--- config.mk ---
export PLATFORM = sky130hd
export DESIGN_NAME = tmds_channel_decoder
export DESIGN_NICKNAME = d
export VERILOG_FILES = /design/src/rtl/tmds_channel_decoder_pkg.sv /design/src/rtl/tmds_symbol_decode.sv /design/src/rtl/tmds_channel_decoder.sv
export SDC_FILE = /design/constraint.sdc
export NUM_CORES = 1
export LEC_CHECK = 0
export ABC_AREA = 1
export CAP_MARGIN = 20
export CORE_ASPECT_RATIO = 1.25
export CORE_MARGIN = 3
export CORE_UTILIZATION = 53
export DETAILED_ROUTE_END_ITERATION = 6
export HOLD_SLACK_MARGIN = 0.08
export PLACE_DENSITY = 0.75
export SLEW_MARGIN = 15
export SYNTH_ARGS = -nofsm -noshare
export SYNTH_HDL_FRONTEND = slang
export SYNTH_SLANG_ARGS = --single-unit
--- constraint.sdc ---
create_clock -name I_clk -period 1.3 [get_ports I_clk]
set_input_delay 0.26 -clock I_clk [delete_from_list [all_inputs] [get_ports I_clk]]
set_output_delay 0.26 -clock I_clk [all_outputs]
set_load 0.005 [all_outputs]
--- src/rtl/tmds_channel_decoder_pkg.sv ---
// tmds_channel_decoder_pkg: TMDS control tokens and aligner FSM states shared by the RX channel decoder.
package tmds_channel_decoder_pkg;
  localparam logic [9:0] CTRL_TOK_00 = 10'b1101010100;
  localparam logic [9:0] CTRL_TOK_01 = 10'b0010101011;
  localparam logic [9:0] CTRL_TOK_10 = 10'b0101010100;
  localparam logic [9:0] CTRL_TOK_11 = 10'b1010101011;
  typedef enum logic [1:0] {
    SEARCH = 2'd0,
    SLIP   = 2'd1,
    LOCKED = 2'd2
  } state_e;
endpackage

--- src/rtl/tmds_symbol_decode.sv ---
// tmds_symbol_decode: combinational TMDS symbol decode to control bits or a pixel byte.
module tmds_symbol_decode
  import tmds_channel_decoder_pkg::*;
(
  input  logic [9:0] i_sym,
  output logic       o_is_ctrl,
  output logic       o_c1,
  output logic       o_c0,
  output logic [7:0] o_q
);
  logic [7:0] w_d;
  assign w_d = i_sym[9] ? ~i_sym[7:0] : i_sym[7:0];
  assign o_q = {w_d[7:1] ^ w_d[6:0] ^ {7{~i_sym[8]}}, w_d[0]};
  assign o_is_ctrl = i_sym == CTRL_TOK_00 || i_sym == CTRL_TOK_01 ||
                     i_sym == CTRL_TOK_10 || i_sym == CTRL_TOK_11;
  assign {o_c1, o_c0} = i_sym == CTRL_TOK_11 ? 2'b11 :
                        i_sym == CTRL_TOK_10 ? 2'b10 :
                        i_sym == CTRL_TOK_01 ? 2'b01 : 2'b00;
endmodule

--- src/rtl/tmds_channel_decoder.sv ---
// tmds_channel_decoder: one TMDS RX data channel; barrel-shift word alignment locked on
// control-token runs, then symbol decode to pixel byte or c0/c1.
module tmds_channel_decoder
  import tmds_channel_decoder_pkg::*;
#(
  parameter int CTRL_RUN      = 8,
  parameter int SEARCH_WINDOW = 2048,
  parameter int LOCK_TIMEOUT  = 4096
) (
  input  logic       I_clk,
  input  logic       I_rst_n,
  input  logic [9:0] I_raw_word,
  output logic [7:0] O_data,
  output logic       O_c0,
  output logic       O_c1,
  output logic       O_de,
  output logic       O_locked,
  output logic [3:0] O_offset
);
  localparam int RW = $clog2(CTRL_RUN + 1);
  localparam int WW = $clog2(SEARCH_WINDOW);
  localparam int TW = $clog2(LOCK_TIMEOUT);
  logic [9:0]    r_raw_d;
  logic [9:0]    r_sym;
  logic [3:0]    r_offset;
  logic [RW-1:0] r_run_cnt;
  logic [WW-1:0] r_win_cnt;
  logic [TW-1:0] r_to_cnt;
  state_e        r_state;
  state_e        w_next;
  logic [19:0]   w_window;
  logic [9:0]    w_sym_next;
  logic          w_is_ctrl;
  logic          w_tc1;
  logic          w_tc0;
  logic [7:0]    w_q;
  logic          w_lk;
  logic          w_de;
  logic          w_c0;
  logic          w_c1;
  logic [7:0]    w_data;
  assign w_window   = {I_raw_word, r_raw_d};
  assign w_sym_next = w_window[{1'b0, r_offset} +: 10];
  assign O_offset   = r_offset;
  tmds_symbol_decode u_dec (
    .i_sym    (r_sym),
    .o_is_ctrl(w_is_ctrl),
    .o_c1     (w_tc1),
    .o_c0     (w_tc0),
    .o_q      (w_q)
  );
  // Counters only run while the FSM stays in their own state, so they never pass their thresholds.
  always_ff @(posedge I_clk or negedge I_rst_n) begin
    if (!I_rst_n) begin
      r_raw_d   <= '0;
      r_sym     <= '0;
      r_offset  <= '0;
      r_state   <= SEARCH;
      r_run_cnt <= '0;
      r_win_cnt <= '0;
      r_to_cnt  <= '0;
    end else begin
      r_raw_d   <= I_raw_word;
      r_sym     <= w_sym_next;
      r_state   <= w_next;
      r_offset  <= r_state == SLIP ? (r_offset == 4'd9 ? 4'd0 : r_offset + 4'd1) : r_offset;
      r_run_cnt <= r_state == SEARCH && w_next == SEARCH && w_is_ctrl ? r_run_cnt + 1'b1 : '0;
      r_win_cnt <= r_state == SEARCH && w_next == SEARCH ? r_win_cnt + 1'b1 : '0;
      r_to_cnt  <= r_state == LOCKED && w_next == LOCKED && !w_is_ctrl ? r_to_cnt + 1'b1 : '0;
    end
  end
  always_comb begin
    w_next = SEARCH;
    if (r_state == SEARCH)
      w_next = w_is_ctrl && r_run_cnt == RW'(CTRL_RUN - 1) ? LOCKED :
               r_win_cnt == WW'(SEARCH_WINDOW - 1) ? SLIP : SEARCH;
    else if (r_state == LOCKED)
      w_next = !w_is_ctrl && r_to_cnt == TW'(LOCK_TIMEOUT - 1) ? SEARCH : LOCKED;
  end
  always_comb begin
    w_lk   = r_state == LOCKED;
    w_de   = w_lk && !w_is_ctrl;
    w_data = w_de ? w_q : 8'd0;
    w_c0   = w_lk ? (w_is_ctrl ? w_tc0 : O_c0) : 1'b0;
    w_c1   = w_lk ? (w_is_ctrl ? w_tc1 : O_c1) : 1'b0;
  end
  always_ff @(posedge I_clk or negedge I_rst_n) begin
    if (!I_rst_n) begin
      O_data   <= '0;
      O_c0     <= 1'b0;
      O_c1     <= 1'b0;
      O_de     <= 1'b0;
      O_locked <= 1'b0;
    end else begin
      O_data   <= w_data;
      O_c0     <= w_c0;
      O_c1     <= w_c1;
      O_de     <= w_de;
      O_locked <= w_lk;
    end
  end
endmodule
# ---- After elaboration in Yosys (flattened, before gate mapping)
# Index checks and enable logic that the tools add are counted.
dict set report word_totals {
  register_bits 65
  latchBits 0
  ram_bits 0
  romBits 0
  input_bits 12
  output_inout_bits 16
  elab_cells 64
  n_memories 0
}
dict set report classes {
  add_sub_neg 4
  n_mul 0
  div_mod_pow 0
  magnitude_cmp 0
  n_eq_ne 12
  shift 1
  n_mux 18
  bitwise 4
  reduce_logical 13
}
# op n
set ops {}
lappend ops {{$eq 10x10->1 const B} 2}
lappend ops {{$shiftx 20x5->10} 1}
lappend ops {{$mux 8} 2}
lappend ops {{$xor 7x7->7} 2}
lappend ops {{$add 12x1->12 const B} 1}
lappend ops {{$eq 12x12->1 const B} 1}
lappend ops {{$mux 12} 1}
lappend ops {{$mux 2} 6}
lappend ops {{$add 11x1->11 const B} 1}
lappend ops {{$eq 11x11->1 const B} 1}
lappend ops {{$mux 11} 1}
lappend ops {{$eq 10x8->1 const B} 1}
lappend ops {{$eq 10x9->1 const B} 1}
lappend ops {{$add 4x1->4 const B} 2}
lappend ops {{$mux 4} 2}
lappend ops {{$not 8->8} 1}
lappend ops {{$logic_and 1x1->1} 7}
lappend ops {{$mux 1} 6}
lappend ops {{$eq 2x2->1 const B} 2}
lappend ops {{$eq 4x3->1 const B} 1}
lappend ops {{$eq 4x4->1 const B} 1}
lappend ops {{$logic_not 2->1} 2}
lappend ops {{$logic_or 1x1->1} 3}
lappend ops {{$eq 2x1->1 const B} 1}
lappend ops {{3 further kinds} 3}

# ---- Depth between registers and ports, before layout
dict set report depth {
  depth_word 13
  ltp_mapped 11
  mapped_depth_nobuf 11
}

# ---- By module
# A second synthesis with hierarchy kept.
dict set report hier_totals {
  cells_unflattened 452
  hier_area_um2 3632.2
}
# module n_inst cells_per_inst area_per_inst_um2 seq_area_each_um2
set modules_own_cells {}
lappend modules_own_cells {tmds_channel_decoder 1 393 3313.2 1626.6}
lappend modules_own_cells {tmds_symbol_decode 1 59 319.1 0.0}

# ---- Worst setup path after synthesis
# Ideal clock, no wire load.
dict set report synth_path {
  path_kind {register to register}
  from {register r_win_cnt[0]}
  to {register r_win_cnt[7]}
  setup_time_ns 0.117
  t_arrival_ns 1.265
  t_required_ns 1.183
  path_slack_ns -0.083
  stages_incl_launch_ff 8
  n_path_buf 1
  period_less_slack_ns 1.383
  path_cell_list {dfrtp_1 -> ha_1 -> nand3_2 -> nor2_2 -> nand3_2 -> nand4_4 -> buf_6 -> nor2_1}
}
dict set report synth_between {
  elab_chain_cells 7
  word_cells_on_any_way 8
  classes_between {add/sub (1); eq/ne (1); mux (4); reduce/logical (2)}
}
# item line
set synth_rtl {}
lappend synth_rtl {{start, declared} tmds_channel_decoder.sv:27} ;# logic [WW-1:0] r_win_cnt;
lappend synth_rtl {{start signal, assigned} tmds_channel_decoder.sv:68} ;# r_win_cnt <= r_state == SEARCH && w_next == SEARCH ? r_win_cnt + 1'b1 : '0;
lappend synth_rtl {{$eq 11x11->1} tmds_channel_decoder.sv:76} ;# r_win_cnt == WW'(SEARCH_WINDOW - 1) ? SLIP : SEARCH;
lappend synth_rtl {{$mux 1} tmds_channel_decoder.sv:76}
lappend synth_rtl {{$mux 2} tmds_channel_decoder.sv:75} ;# w_next = w_is_ctrl && r_run_cnt == RW'(CTRL_RUN - 1) ? LOCKED :
lappend synth_rtl {{$mux 2} tmds_channel_decoder.sv:74} ;# if (r_state == SEARCH)
lappend synth_rtl {{$logic_not 2->1} tmds_channel_decoder.sv:68}
lappend synth_rtl {{$logic_and 1x1->1} tmds_channel_decoder.sv:68}
lappend synth_rtl {{$mux 11 *} tmds_channel_decoder.sv:68}
# Mark *: on every way between the ends. The rest lies on a longest branch, timed or not.
# A chain may end at the register's enable or synchronous reset.

# ---- Worst setup path in the final report
dict set report layout_path {
  from {register r_sym[3]}
  to {register r_win_cnt[5]}
}
dict set report layout_between {
  elab_chain_cells 12
  word_cells_on_any_way 17
  classes_between {eq/ne (4); mux (5); reduce/logical (8)}
}
# item line
set layout_rtl {}
lappend layout_rtl {{start, declared} tmds_channel_decoder.sv:24} ;# logic [9:0] r_sym;
lappend layout_rtl {{start signal, assigned} tmds_channel_decoder.sv:64} ;# r_sym <= w_sym_next;
lappend layout_rtl {{$eq 10x10->1 or $eq 10x8->1 (tied branches)} tmds_symbol_decode.sv:14} ;# assign o_is_ctrl = i_sym == CTRL_TOK_00 || i_sym == CTRL_TOK_01 ||
lappend layout_rtl {{$logic_or 1x1->1 (2 in a row)} tmds_symbol_decode.sv:14}
lappend layout_rtl {{$logic_or 1x1->1 *} tmds_symbol_decode.sv:15} ;# i_sym == CTRL_TOK_10 || i_sym == CTRL_TOK_11;
lappend layout_rtl {{$logic_not 1->1} tmds_channel_decoder.sv:78} ;# w_next = !w_is_ctrl && r_to_cnt == TW'(LOCK_TIMEOUT - 1) ? SEARCH : LOCKED;
lappend layout_rtl {{$logic_and 1x1->1} tmds_channel_decoder.sv:78}
lappend layout_rtl {{$mux 2} tmds_channel_decoder.sv:78}
lappend layout_rtl {{$mux 2} tmds_channel_decoder.sv:77} ;# else if (r_state == LOCKED)
lappend layout_rtl {{$mux 2 *} tmds_channel_decoder.sv:74}
lappend layout_rtl {{$logic_not 2->1 *} tmds_channel_decoder.sv:68}
lappend layout_rtl {{$logic_and 1x1->1 *} tmds_channel_decoder.sv:68}
lappend layout_rtl {{$mux 11 *} tmds_channel_decoder.sv:68}
# Marked as above.

==> results.ini <==
[outcome]
outcome = finished with violations
violations = setup timing

[synth]
synth_compound_area_share_pct = 4.85
ys_warn_count = 0
ys_top_cells_by_area = dfrtp_1 46%, nand2_1 13%, nand3_1 5.4%
synth_common_cells = 126 x nand2_1, 65 x dfrtp_1, 44 x nor2_1, 38 x inv_1, 38 x nand3_1
synth_area_sq_mm = 0.00353
yosys.area_share.adder_pct = 3.19
avgSynthCellArea_sq_um = 8.09
synth_edf_count = 0
synth_top_family_by_area = simple AND/OR/NAND/NOR gates
yosysMostFrequentCell = nand2_1
seq_area_frac_synth_pct = 46.0
synth-main-ff-cell = dfrtp_1
synthCells = 437
synth_top_area_share_pct = 46.0
synthMuxAreaShare_pct = 0
ys_types = 37
yosysTopAreaCell = dfrtp_1
async_flop_share_pct = 100
synth_seq_cells = 65
synth-simple-area-share_pct = 33.7
syn_nets = 458
synth_xor_area_share_pct = 4.96

[floorplan]
die_x_microns = 79.0
core_area_sq_mm = 0.00633
die-area_sq_mm = 0.00769
num_rows = 32
ios = 28
start_util_pct = 55.9
die_height_microns = 97.3

[global_routing]
grt_use_total_pct = 24.7
grt_max_degree = 66
grt_overflow = 0
antenna_found_initial = 0
grt_first_pass_wirelength_mm = 15.0
grt_pass1_vias = 3320

[drt]
drc = 0
firstDrtPassIters = 5
totalWireLength_mm = 11.1
wl_per_cell_microns = 17.6
ant_nets = 0
drt_iter0_markers = 172
num_vias = 3495
via_per_inst = 5.54

[hold_path]
hold_class = in -> reg
whs_path_depth = 1

[place]
hpwl_mm = 5.38
gp_congestion = 0.873
io_buffers = 27
place_inst = 583

[power_and_ir_drop]
powerDensity_mw_per_mm2 = 783
p_leak_nw = 2.64
total_power_mw = 4.27
ir_drop_v = 0.000753

[worst_setup_path]
crit_required_ns = 1.53
cp_slowest_cell = dfrtp_1
cp_max_fo = 7
cp.depth = 10
cp-start-kind = flop
reg2regPathDepth = 10
critPathKind = reg -> reg
path_buf_inv = 2
crit_path_end_kind = flop
cp_cell_sequence = inv_1 > ha_2 > nand2_2 > nor2_2 > nand2_2 > nand2_4 > nand2_4 > nand4_4 > buf_12 > nor3_2
cp_data_arrival_time_ns = 1.84
path_delay_family = simple AND/OR/NAND/NOR gates
max_stage_delay_ns = 0.42

[clock_network]
clk_pin_slew_ns = 0.08
cts-htree-levels = 3
cts.sinks = 65
clk_latency_ns = 0.35
clockBufferDepth = 2
cts_root_buffer = clkbuf_8
cts_buffers = 9
cts_tree = done

[finish]
fillCellCount = 305
final_nets = 562
utilization_pct = 86.2
instances_no_fill = 631
diodes = 0
area_growth_pct = 54.3
layout-drive-gt1-share_pct = 47.4

[timing]
finalSetupViolCount = 53
setup_slack_ns = -0.316
finalCritPeriodShare_pct = 124
clock_skew_ns = 0.0135
hold_viol_final = 0
grt_setup_unrepaired = yes
clock.fmax_mhz = 619
slew_viol_final = 0
hold_slack_ns = 0.381
maxSlewHeadroom_pct = 73.3
tightest_slew_ns = 0.400
min_period_ns = 1.62

[run]
cap_violations = 0

-- sequential cells by signal, summed over array words and instances (netlist names) --
name and count:
r_state 2, O_c1 1, r_to_cnt 12, r_sym 10, O_data 8, O_c0 1
O_de 1, r_win_cnt 11, r_raw_d 10, O_offset 4, r_run_cnt 4, O_locked 1
-- routing by layer --
layer | up-vias | GRT usage (%) | share of wire, %
li1 | 1605 | - | -
met1 | 1700 | 29.5 | 38
met2 | 142 | 41.6 | 52
met3 | 48 | 5.10 | 5.2
met4 | 0 | 12.3 | 4.3
met5 | - | 0 | 0
-- cells in the final DEF, fill, tap and decap left out, drive strengths merged, types with 2 or more instances in the layout --
| cell type | count |
|---|---|
| and2 | 11 |
| clkbuf | 11 |
| a21oi | 8 |
| nand4 | 3 |
| clkdlybuf4s15 | 2 |
| xor2 | 13 |
| o21ai | 21 |
| clkdlybuf4s50 | 10 |
| nand2 | 131 |
| nor3b | 4 |
| nand3 | 43 |
| xnor2 | 7 |
| nor3 | 13 |
| clkinvlp | 4 |
| dlygate4sd2 | 12 |
| dfrtp | 65 |
| o21bai | 2 |
| buf | 76 |
| inv | 43 |
| clkinv | 2 |
| ha | 9 |
| or2 | 3 |
| nor2 | 48 |
-- power breakdown --
group / internal (mW) / switching, mW
Combinational: 0.181 / 0.217
Clock: 0.941 / 0.849
Sequential: 2.05 / 0.0280
-- repair_timing --
item	in CTS	in global routing
gates resized for setup	132	109
hold buffers	1	0
hold endpoints to repair	65	0
cloned	7	3
setup endpoints to repair	65	55
setup buffers	14	10
pin swaps	38	47
-- logic make-up after synthesis --
kind of cell    Yosys count
compound gates           32
simple gates            256
xor+xnor                 20
fa+ha+maj                 9
flops                    65
buf+inv                  55
-- cell type report --
cell class,instances,area [sq um],share of cell area [%]
Clock buffer,10,138,2.52
Clock inverter,6,66.3,1.22
Inverter,41,180,3.30
Multi-Input combinational cell,319,2300,42.3
Sequential cell,65,1630,29.9
Tap cell,85,106,1.95
Timing Repair Buffer,102,1000,18.4
Timing Repair inverter,3,28.8,0.528
-- path summary, 6_finish.rpt --
kind	startpoint	slack (ns)	endpoint
min	I_raw_word[9]	0.38	r_raw_d[9]
max reg2reg	r_sym[3]	-0.32	r_win_cnt[5]
min reg2reg	O_c1	0.50	O_c1
max	r_sym[3]	-0.32	r_win_cnt[5]
min in group asynchronous	I_rst_n	0.44	r_to_cnt[2]
max in group asynchronous	I_rst_n	0.55	O_offset[2]
-- metrics by stage --
step	worst slack [ns]	cell area [sq um]	setup TNS (ns)
after global placement	-0.226	4200	-5.74
final	-0.316	5450	-10.48
after detailed placement	-0.269	4200	-8.42
after global routing	-0.364	5450	-13.49
after CTS	-0.190	4980	-6.79
after floorplan	-0.0797	3540	-1.49
Power figures use the tool's default switching activity.
